**config.mk**
```make
export PLATFORM = sky130hd
export DESIGN_NAME = lsu_mem_ctrl
export DESIGN_NICKNAME = d
export VERILOG_FILES = /design/src/rtl/lsu_mem_ctrl.sv
export SDC_FILE = /design/constraint.sdc
export NUM_CORES = 1
export LEC_CHECK = 0
export ABC_AREA = 1
export CAP_MARGIN = 30
export CORE_ASPECT_RATIO = 2
export CORE_UTILIZATION = 40
export DETAILED_ROUTE_END_ITERATION = 10
export PLACE_DENSITY = 0.77
export REMOVE_ABC_BUFFERS = 1
export SLEW_MARGIN = 20
export SYNTH_ARGS = -nofsm -noshare
export SYNTH_HDL_FRONTEND = slang
export SYNTH_SLANG_ARGS = --single-unit
```
**constraint.sdc**
```tcl
create_clock -name i_clk -period 4.4 [get_ports i_clk]
set_input_delay 0.88 -clock i_clk [delete_from_list [all_inputs] [get_ports i_clk]]
set_output_delay 0.88 -clock i_clk [all_outputs]
set_load 0.02 [all_outputs]
```
**src/rtl/lsu_mem_ctrl.sv**
```systemverilog
// Load/store unit: one data-RAM access at a time over mem_req/mem_ack, with sb/lbu lane steering and a timeout abort.
// Optional MISALIGN_TRAP_EN: misaligned lw/sw is trapped with err instead of being forced to word alignment.
module lsu_mem_ctrl #(
  parameter  int TIMEOUT = 16,
  localparam int CNT_W   = $clog2(TIMEOUT) + 1
) (
  input  logic        i_clk,
  input  logic        i_rst_n,
  input  logic        i_start,
  input  logic        i_oeram,
  input  logic        i_weram,
  input  logic        i_lwlbu,
  input  logic        i_st_byte,
  input  logic [31:0] i_addr,
  input  logic [31:0] i_wdata,
  output logic        o_busy,
  output logic        o_done,
  output logic [31:0] o_load_data,
  output logic        o_err,
  output logic        o_mem_req,
  output logic        o_mem_we,
  output logic [31:0] o_mem_addr,
  output logic [3:0]  o_mem_wmask,
  output logic [31:0] o_mem_wdata,
  input  logic [31:0] i_mem_rdata,
  input  logic        i_mem_ack
);

  typedef enum logic [1:0] {S_IDLE, S_ACCESS, S_RESP} state_t;

  state_t            r_state, w_next;
  logic [CNT_W-1:0]  r_cnt;
  logic              r_is_load, r_lbu;
  logic [1:0]        r_boff;
  logic              r_done, r_err, r_mem_req, r_mem_we;
  logic [31:0]       r_load_data, r_mem_addr, r_mem_wdata;
  logic [3:0]        r_mem_wmask;

  logic w_accept, w_ack, w_tmo, w_misalign;
  logic [7:0] w_rbyte;

  assign w_accept = (r_state == S_IDLE) && i_start && (i_oeram ^ i_weram);
  assign w_ack    = (r_state == S_ACCESS) && i_mem_ack;
  // Ack on the last allowed cycle still wins over the timeout.
  assign w_tmo    = (r_state == S_ACCESS) && !i_mem_ack && (r_cnt == CNT_W'(TIMEOUT - 1));
  assign w_rbyte  = i_mem_rdata[8*r_boff +: 8];

`ifdef MISALIGN_TRAP_EN
  assign w_misalign = (i_addr[1:0] != 2'b00) &&
                      ((i_weram && !i_st_byte) || (i_oeram && !i_lwlbu));
`else
  assign w_misalign = 1'b0;
`endif

  always_ff @(posedge i_clk) begin
    if (!i_rst_n) r_state <= S_IDLE;
    else          r_state <= w_next;
  end

  always_comb begin
    w_next = r_state;
    case (r_state)
      S_IDLE:   if (w_accept) w_next = w_misalign ? S_RESP : S_ACCESS;
      S_ACCESS: if (w_ack || w_tmo) w_next = S_RESP;
      S_RESP:   w_next = S_IDLE;
      default:  w_next = S_IDLE;
    endcase
  end

  always_ff @(posedge i_clk) begin
    if (!i_rst_n) begin
      r_cnt       <= '0;
      r_is_load   <= 1'b0;
      r_lbu       <= 1'b0;
      r_boff      <= 2'b00;
      r_done      <= 1'b0;
      r_err       <= 1'b0;
      r_load_data <= '0;
      r_mem_req   <= 1'b0;
      r_mem_we    <= 1'b0;
      r_mem_addr  <= '0;
      r_mem_wmask <= '0;
      r_mem_wdata <= '0;
    end else begin
      r_done <= (r_state == S_RESP);
      case (r_state)
        S_IDLE: if (w_accept) begin
          r_is_load <= i_oeram;
          r_lbu     <= i_lwlbu;
          r_boff    <= i_addr[1:0];
          r_cnt     <= '0;
          r_err     <= w_misalign;
          if (w_misalign) begin
            r_load_data <= '0;
          end else begin
            r_mem_req   <= 1'b1;
            r_mem_we    <= i_weram;
            r_mem_addr  <= {i_addr[31:2], 2'b00};
            r_mem_wmask <= !i_weram ? 4'b0000 : (i_st_byte ? 4'b0001 << i_addr[1:0] : 4'b1111);
            r_mem_wdata <= !i_weram ? 32'h0 : (i_st_byte ? {4{i_wdata[7:0]}} : i_wdata);
          end
        end
        S_ACCESS: begin
          if (w_ack) begin
            r_mem_req <= 1'b0;
            if (r_is_load) r_load_data <= r_lbu ? {24'h0, w_rbyte} : i_mem_rdata;
          end else if (w_tmo) begin
            r_mem_req   <= 1'b0;
            r_err       <= 1'b1;
            r_load_data <= '0;
          end else begin
            r_cnt <= r_cnt + 1'b1;
          end
        end
        default: ;
      endcase
    end
  end

  assign o_busy      = (r_state != S_IDLE);
  assign o_done      = r_done;
  assign o_err       = r_err;
  assign o_load_data = r_load_data;
  assign o_mem_req   = r_mem_req;
  assign o_mem_we    = r_mem_we;
  assign o_mem_addr  = r_mem_addr;
  assign o_mem_wmask = r_mem_wmask;
  assign o_mem_wdata = r_mem_wdata;

endmodule

```
==> reports/metrics.yaml, run 1 <==
outcome: "complete, no violations"
slowest_delay_ns: 0.62
globalplace.congestion: 0.805
met1_length_mm: 5.00
vias: 4822
synth_top_family_by_area: "simple AND/OR/NAND/NOR gates"
cts_setup_buffers: 0
drc: 0
cts_root_buf: "clkbuf_16"
drt-pass1-iter-count: 5
worst_pin_slew_ns: 0.730
swShare: 0.233
critPathRequiredTime_ns: 3.52
crit_type: "reg -> out"
ctsHoldBuffers: 0
power_frac_comb: 0.125
p_sw_uw: 680
timing.fmax_mhz: 397
clockBufferDepth: 2
path_cells: "inv_2 > nand2_2 > clkdlybuf4s50_1"
cp-start-kind: "flop"
start_util: 0.408
route.met3.wl_um: 966
hpwl_mm: 9.82
layout_commonest_cell: "clkdlybuf4s50_1"
place_area_mm2: 0.00674
ys_ff_latch: 113
rows: 56
yosys.area_share.simple: 0.243
p_clk_frac: 0.502
vdd_drop_max_mv: 0.346
grt_max_degree: 42
fp.dieW_um: 79.1
dieHeight_um: 156
die_area_mm2: 0.0123
setup_viol: 0
layout_common_cells: "clkdlybuf4s50_1, nand2_1, dfxtp_1"
drt-total-wl_mm: 13.8
crit_arrival_ns: 1.64
synth_xor_area_frac: 0
post_drt_via_cell_ratio: 4.85
grt_util_all_layers: 0.233
cp_slowest_cell: "clkdlybuf4s50_1"
yosys-top-cells-area: "dfxtp_1, nand2_1, a21oi_1"
io_pins: 209
fp.coreArea_mm2: 0.0116
clock-sinks: 113
antenna_found_initial: 0
post-place-ws_ns: 1.29
synth_cells: 648
worst_setup_path_end_kind: "output pin"
period_share: 0.572
clkTransAtPathRegs_ns: 0.05
seqPwrFrac: 0.373
syn_avg_cell_area_um2: 7.33
wl_met2_mm: 7.50
ant_nets: 0
fill_cells: 1060
cts_tree: "done"
synth.distinct_cells: 28
final_cell_area_mm2: 0.00739
synth_warnings: 0
rsz0062_at_grt: "no"
p_int_mw: 2.25
skew_ns: 0.00985
synth_compound_area_frac: 0.176
grt_pass1_wl_mm: 22.4
power.density_mw_per_mm2: 396
cts_buffers: 17
cp_max_fo: 3
hold_viol: 0
portBuffers: 206
grt_pass1_vias: 4708
area_growth_pct: 55.5
topRoutingLayerUsed: "met4"
cts_resized: 0
final.setup.worst_slack_ns: 1.88
period_needed_ns: 2.52
drt_iter0_markers: 181
wl_per_cell_um: 13.9
finalSetupTns_ns: 0
cts_htree_levels: 4
drive_gt1_frac: 0.0660
clkLatencyLatePin_ns: 0.41
final_cells: 994
hold_class: "reg -> reg"
slew_violations: 0
ys_seq_area_frac: 0.476
synth.area.mux_share: 0
drv_cap: 0
netlist_area_mm2: 0.00475
nets: 944
hold_slack_ns: 0.460
power.leakage_nw: 2.82
yosys.area.top_type_share: 0.476
yosys.area_share.adder: 0.00527
yosys.area.top_type: "dfxtp_1"
slew_headroom: 0.512
dp.cells: 963
antenna_cells: 0
grt_overflow: 0
==> layout make-up <==
type,instances,area [um2],share of cell area
Sequential cell,113,2260,0.306
Timing Repair Buffer,210,2090,0.284
Multi-Input combinational cell,446,2030,0.274
Clock buffer,21,480,0.0650
Inverter,50,188,0.0254
Tap cell,145,181,0.0246
Clock inverter,9,155,0.0210
==> synthesized netlist by cell type, drive strengths merged <==
library cell	count
nand2	188
dfxtp	113
clkinv	1
buf	24
conb	1
nor2	79
nand4	1
nor3	3
a21oi	84
inv	49
clkbuf	16
o21ai	73
ha	2
a211oi	1
nand3	12
a31oi	1
==> cell families after synthesis <==
logic type | after synthesis
other | 1
AOI/OAI and AO/OA | 159
buffers and inverters | 90
adders and majority gates | 2
DFF | 113
and+or+nand+nor | 283
==> sequential cells by signal (all words and copies together), names as in the netlist <==
| name | flops |
|---|---|
| o_mem_addr | 30 |
| o_load_data | 32 |
| r_is_load | 1 |
| r_boff | 2 |
| r_state | 2 |
| o_mem_wmask | 4 |
| o_done | 1 |
| o_mem_req | 1 |
| r_cnt | 5 |
| o_err | 1 |
| o_mem_wdata | 32 |
| r_lbu | 1 |
| o_mem_we | 1 |
==> stage by stage <==
step / total power [mW] / util
after detailed placement: 1.48 / 0.580
after global placement: 1.47 / 0.580
final: 2.93 / 0.635
after CTS: 2.95 / 0.634
after global routing: 3.03 / 0.635
after floorplan: 1.27 / -
==> power groups by stage <==
stage	clock [mW]	combinational [mW]	sequential, mW
detailed placement	0	0.365	1.11
CTS	1.49	0.367	1.09
global route	1.53	0.402	1.10
global placement	0	0.361	1.11
finish	1.47	0.365	1.09
floorplan	0	0.117	1.15
==> layer usage <==
metal  track usage  vias to the layer above
met4        0.0961                        0
li1              -                     2432
met3        0.0725                       29
met2         0.431                      179
met1         0.234                     2182
met5             0                        -
==> critical path, delay by kind of cell, from the launching register on <==
kind	cells	cell delay (ns)
buffers and inverters	2	0.70
DFF	1	0.42
and+or+nand+nor	1	0.11
==> path summary, 6_finish.rpt <==
check | startpoint | to | slack, ns | depth (start not counted)
worst max-delay path | r_state[1] | o_busy | 1.88 | 3
worst min-delay path | o_load_data[26] | o_load_data[26] | 0.46 | 2
worst max register to register | r_cnt[0] | o_load_data[22] | 2.33 | 9
worst min register to register | o_load_data[26] | o_load_data[26] | 0.46 | 2
Note: power is estimated with default switching activity, not from simulation.
==> inputs of run 2 (changes only) <==
CORE_UTILIZATION = 38   (was 40)
clock period = 2.2 ns   (was 4.4 ns; I/O delays follow)
==> run 2 against run 1 <==
Final cell count is 1.3% higher. Sequential power is 100% higher. Global-route usage is 1.0 points lower. Routed wire length hardly changed. Critical path type unchanged. Largest power group unchanged.
==> reports/metrics.yaml, run 2 (synthesis results as in run 1) <==
ant_nets: 0
hold_class: "reg -> reg"
fp.coreArea_mm2: 0.0122
clockBufferDepth: 2
worst_setup_path_end_kind: "output pin"
cts_resized: 0
cts_htree_levels: 4
antenna_found_initial: 0
io_pins: 209
hpwl_mm: 9.91
cts_tree: "done"
vias: 4811
start_util: 0.389
crit_type: "reg -> out"
skew_ns: 0.00689
slew_violations: 0
ctsHoldBuffers: 0
seqCellArea_mm2: 0.00226
portBuffers: 206
crit_arrival_ns: 1.59
grt_pass1_vias: 4633
period_share: 0.924
fp.dieW_um: 81.1
drc: 0
power.density_mw_per_mm2: 758
clkLatencyLatePin_ns: 0.41
fill_cells: 1130
drt-pass1-iter-count: 4
period_needed_ns: 2.03
setup_viol: 0
worst_pin_slew_ns: 0.660
cts_buffers: 17
area_growth_pct: 56.4
dieHeight_um: 160
drive_gt1_frac: 0.0767
layout_commonest_cell: "clkdlybuf4s50_1"
wl_per_cell_um: 13.7
cp-start-kind: "flop"
drt-total-wl_mm: 13.8
cts_root_buf: "clkbuf_16"
multiInputGateArea_mm2: 0.00203
place_area_mm2: 0.00684
outcome: "complete, no violations"
critPathRequiredTime_ns: 1.76
cp_max_fo: 3
nets: 953
clkTransAtPathRegs_ns: 0.06
vdd_drop_max_mv: 0.597
antenna_cells: 0
drv_cap: 0
grt_max_degree: 48
drt_iter0_markers: 183
layout_common_cells: "clkdlybuf4s50_1, nand2_1, dfxtp_1"
slew_headroom: 0.557
grt_pass1_wl_mm: 22.2
globalplace.congestion: 0.824
power.leakage_nw: 2.84
hold_viol: 0
finalSetupTns_ns: 0
rows: 57
clock-sinks: 113
final_cell_area_mm2: 0.00743
post_drt_via_cell_ratio: 4.78
cts_setup_buffers: 0
grt_overflow: 0
grt_util_all_layers: 0.222
die_area_mm2: 0.0130
timing.fmax_mhz: 492
rsz0062_at_grt: "no"
run 2: cell count changes in the layout (fill, tap and decap cells not counted), moves of 2 or more:
| cell | delta |
|---|---|
| inv_8 | +2 |
| buf_12 | +2 |
| clkbuf_8 | -3 |
| clkinv_2 | -2 |
| buf_4 | +8 |
| inv_6 | +6 |
| bufinv_16 | -3 |
run 2: path summary, 6_finish.rpt:
check | startpoint | endpoint | slack (ns) | cells after the start
hold / removal | o_mem_req | o_mem_req | 0.46 | 2
setup / recovery | r_state[1] | o_busy | 0.17 | 3
setup reg to reg | r_cnt[0] | o_load_data[22] | 0.27 | 10
hold reg to reg | o_mem_req | o_mem_req | 0.46 | 2
run 2: worst max-delay path, stage by stage (launching register included):
cell and delay (ns):
dfxtp_1 0.41, inv_2 0.07, nand2_2 0.09, clkdlybuf4s50_1 0.61
run 2: metal layers:
metal,global-route usage,routed length [um]
met4,0.111,494
met5,0,0
met2,0.390,7290
met1,0.229,5150
met3,0.0703,892
run 2: stage by stage:
stage                     setup WS, ns  utilization  cells  power (mW)  hold WS [ns]
after floorplan                  0.222            -    609        2.53         0.462
after global placement           0.283        0.561    975        2.97         0.447
after detailed placement         0.238        0.561    975        2.97         0.452
after CTS                        0.152        0.609   1007        5.68         0.461
after global routing            0.0538        0.609   1007        5.86         0.479
final                            0.166        0.609   1007        5.63         0.460
run 2: layout make-up:
type	instances	area share
multi-input cells	446	0.273
inverters	50	0.0253
well taps	147	0.0248
flip-flops and latches	113	0.304
repair buffers	219	0.294
clock buffers	18	0.0591
clock inverters	14	0.0197
run 2: where the power goes:
| part | internal, mW | switching, mW | total [mW] | leakage (nW) |
|---|---|---|---|---|
| clock | 1.62 | 1.08 | 2.71 | 0.283 |
| sequential | 2.13 | 0.0542 | 2.18 | 0.919 |
| combinational | 0.375 | 0.371 | 0.746 | 1.63 |
| total | 4.13 | 1.51 | 5.63 | 2.84 |
==> inputs of run 3 (changes only) <==
CORE_UTILIZATION = 45   (was 38)
PLACE_DENSITY = 0.85   (was 0.77)
clock period = 2.64 ns   (was 2.2 ns; I/O delays follow)
==> run 3 against run 2 <==
Critical path type is now reg -> reg. Sequential power shrank 17%. Critical path depth grew 6. Register-to-register slack improved by 0.18 ns. Sequential share of layout area grew 0.34 points. Clock power shrank 20%. Largest cell class unchanged.
==> reports/metrics.yaml, run 3 (synthesis results as in run 1) <==
outcome: "complete, no violations"
portBuffers: 206
drive_gt1_frac: 0.0667
finalSetupTns_ns: 0
antenna_found_initial: 0
grt_overflow: 0
worst_pin_slew_ns: 0.718
min_from: "o_mem_req"
slew_violations: 0
power.density_mw_per_mm2: 628
rsz0062_at_grt: "no"
slew_headroom: 0.520
drv_cap: 0
ant_nets: 0
io_pins: 209
fp.dieW_um: 74.6
start_util: 0.465
cts_buffers: 17
multiInputGateArea_mm2: 0.00203
wl_per_cell_um: 14.6
drc: 0
globalplace.congestion: 0.807
cts_resized: 0
power.leakage_nw: 2.80
vias: 4913
clkLatencyLatePin_ns: 0.41
setup_viol: 0
r2r-end: "o_load_data[23]"
cts_setup_buffers: 0
timing.fmax_mhz: 457
dieHeight_um: 147
post_drt_via_cell_ratio: 4.97
nets: 947
die_area_mm2: 0.0110
layout_commonest_cell: "clkdlybuf4s50_1"
reg2reg_from: "r_cnt[0]"
period_needed_ns: 2.19
clock-sinks: 113
total_power_mw: 4.62
reg2reg_depth: 9
vdd_drop_max_mv: 0.446
grt_max_degree: 52
min_to: "o_mem_req"
drt_iter0_markers: 231
crit_arrival_ns: 2.52
drt-pass1-iter-count: 4
cp-start-kind: "flop"
skew_ns: 0.0103
grt_util_all_layers: 0.272
period_share: 0.829
grt_pass1_vias: 4893
seqCellArea_mm2: 0.00226
ctsHoldBuffers: 0
fp.coreArea_mm2: 0.0102
hold_viol: 0
cts_root_buf: "clkbuf_16"
fill_cells: 788
crit_type: "reg -> reg"
critPathRequiredTime_ns: 2.97
clkTransAtPathRegs_ns: 0.05
worst_setup_path_end_kind: "flop"
antenna_cells: 0
r2r_slack_ns: 0.45
whs_path_depth: 2
hpwl_mm: 10.4
cp_max_fo: 32
area_growth_pct: 54.7
clockBufferDepth: 2
layout_common_cells: "clkdlybuf4s50_1, nand2_1, dfxtp_1"
hold_class: "reg -> reg"
cts_htree_levels: 4
cts_tree: "done"
rows: 52
drt-total-wl_mm: 14.5
grt_pass1_wl_mm: 22.8
-- run 3: cell types whose count changed in the layout (fill, tap and decap cells not counted) --
| cell | change |
|---|---|
| buf_4 | -6 |
| clkinv_2 | +6 |
| inv_6 | -6 |
| clkbuf_1 | +3 |
| clkinv_4 | -2 |
| inv_8 | -2 |
| bufinv_16 | +1 |
-- run 3: per-layer routing --
layer  track usage  vias up  share of wire
met2         0.492      196           0.54
li1              -     2449              -
met3        0.0885       45          0.062
met4         0.146        0          0.038
met1         0.258     2223           0.36
met5             0        -              0
-- run 3: report_power, final --
part / leakage, nW / switching, mW / internal [mW]
clock: 0.276 / 0.768 / 1.40
combinational: 1.61 / 0.316 / 0.309
sequential: 0.919 / 0.0478 / 1.77
-- run 3: stage by stage --
stage	std cells	area [um2]	setup slack (ns)	hold WS [ns]	utilization
after floorplan	609	4480	0.574	0.462	-
after global placement	957	6780	0.449	0.445	0.664
after detailed placement	957	6780	0.346	0.450	0.664
after CTS	989	7350	0.459	0.459	0.719
after global routing	989	7350	0.290	0.481	0.719
final	989	7350	0.452	0.457	0.719
-- run 3: critical path: stages, from the launching register on --
cell     delay (ns)
dfxtp_1        0.35
ha_1           0.23
nand2_1        0.11
nor2_1         0.06
ha_1           0.17
inv_1          0.13
nor3_1         0.12
nor2_4         0.59
nand2_1        0.18
a21oi_1        0.18
-- run 3: cell type report --
cell class | instances | area share
clock inverters | 11 | 0.0155
repair buffers | 213 | 0.291
multi-input cells | 446 | 0.276
well taps | 135 | 0.0230
inverters | 50 | 0.0255
clock buffers | 21 | 0.0613
flip-flops and latches | 113 | 0.308
-- run 3: worst max path at each step --
stage	cells after the start	slack [ns]	startpoint	end
after CTS	3	0.46	r_state[0]	o_busy
final	9	0.45	r_cnt[0]	o_load_data[23]
after detailed placement	6	0.35	i_mem_ack	o_load_data[23]
after global placement	6	0.45	i_mem_ack	o_load_data[12]
after global routing	9	0.29	r_cnt[0]	o_load_data[23]
after floorplan	7	0.57	i_weram	r_is_load
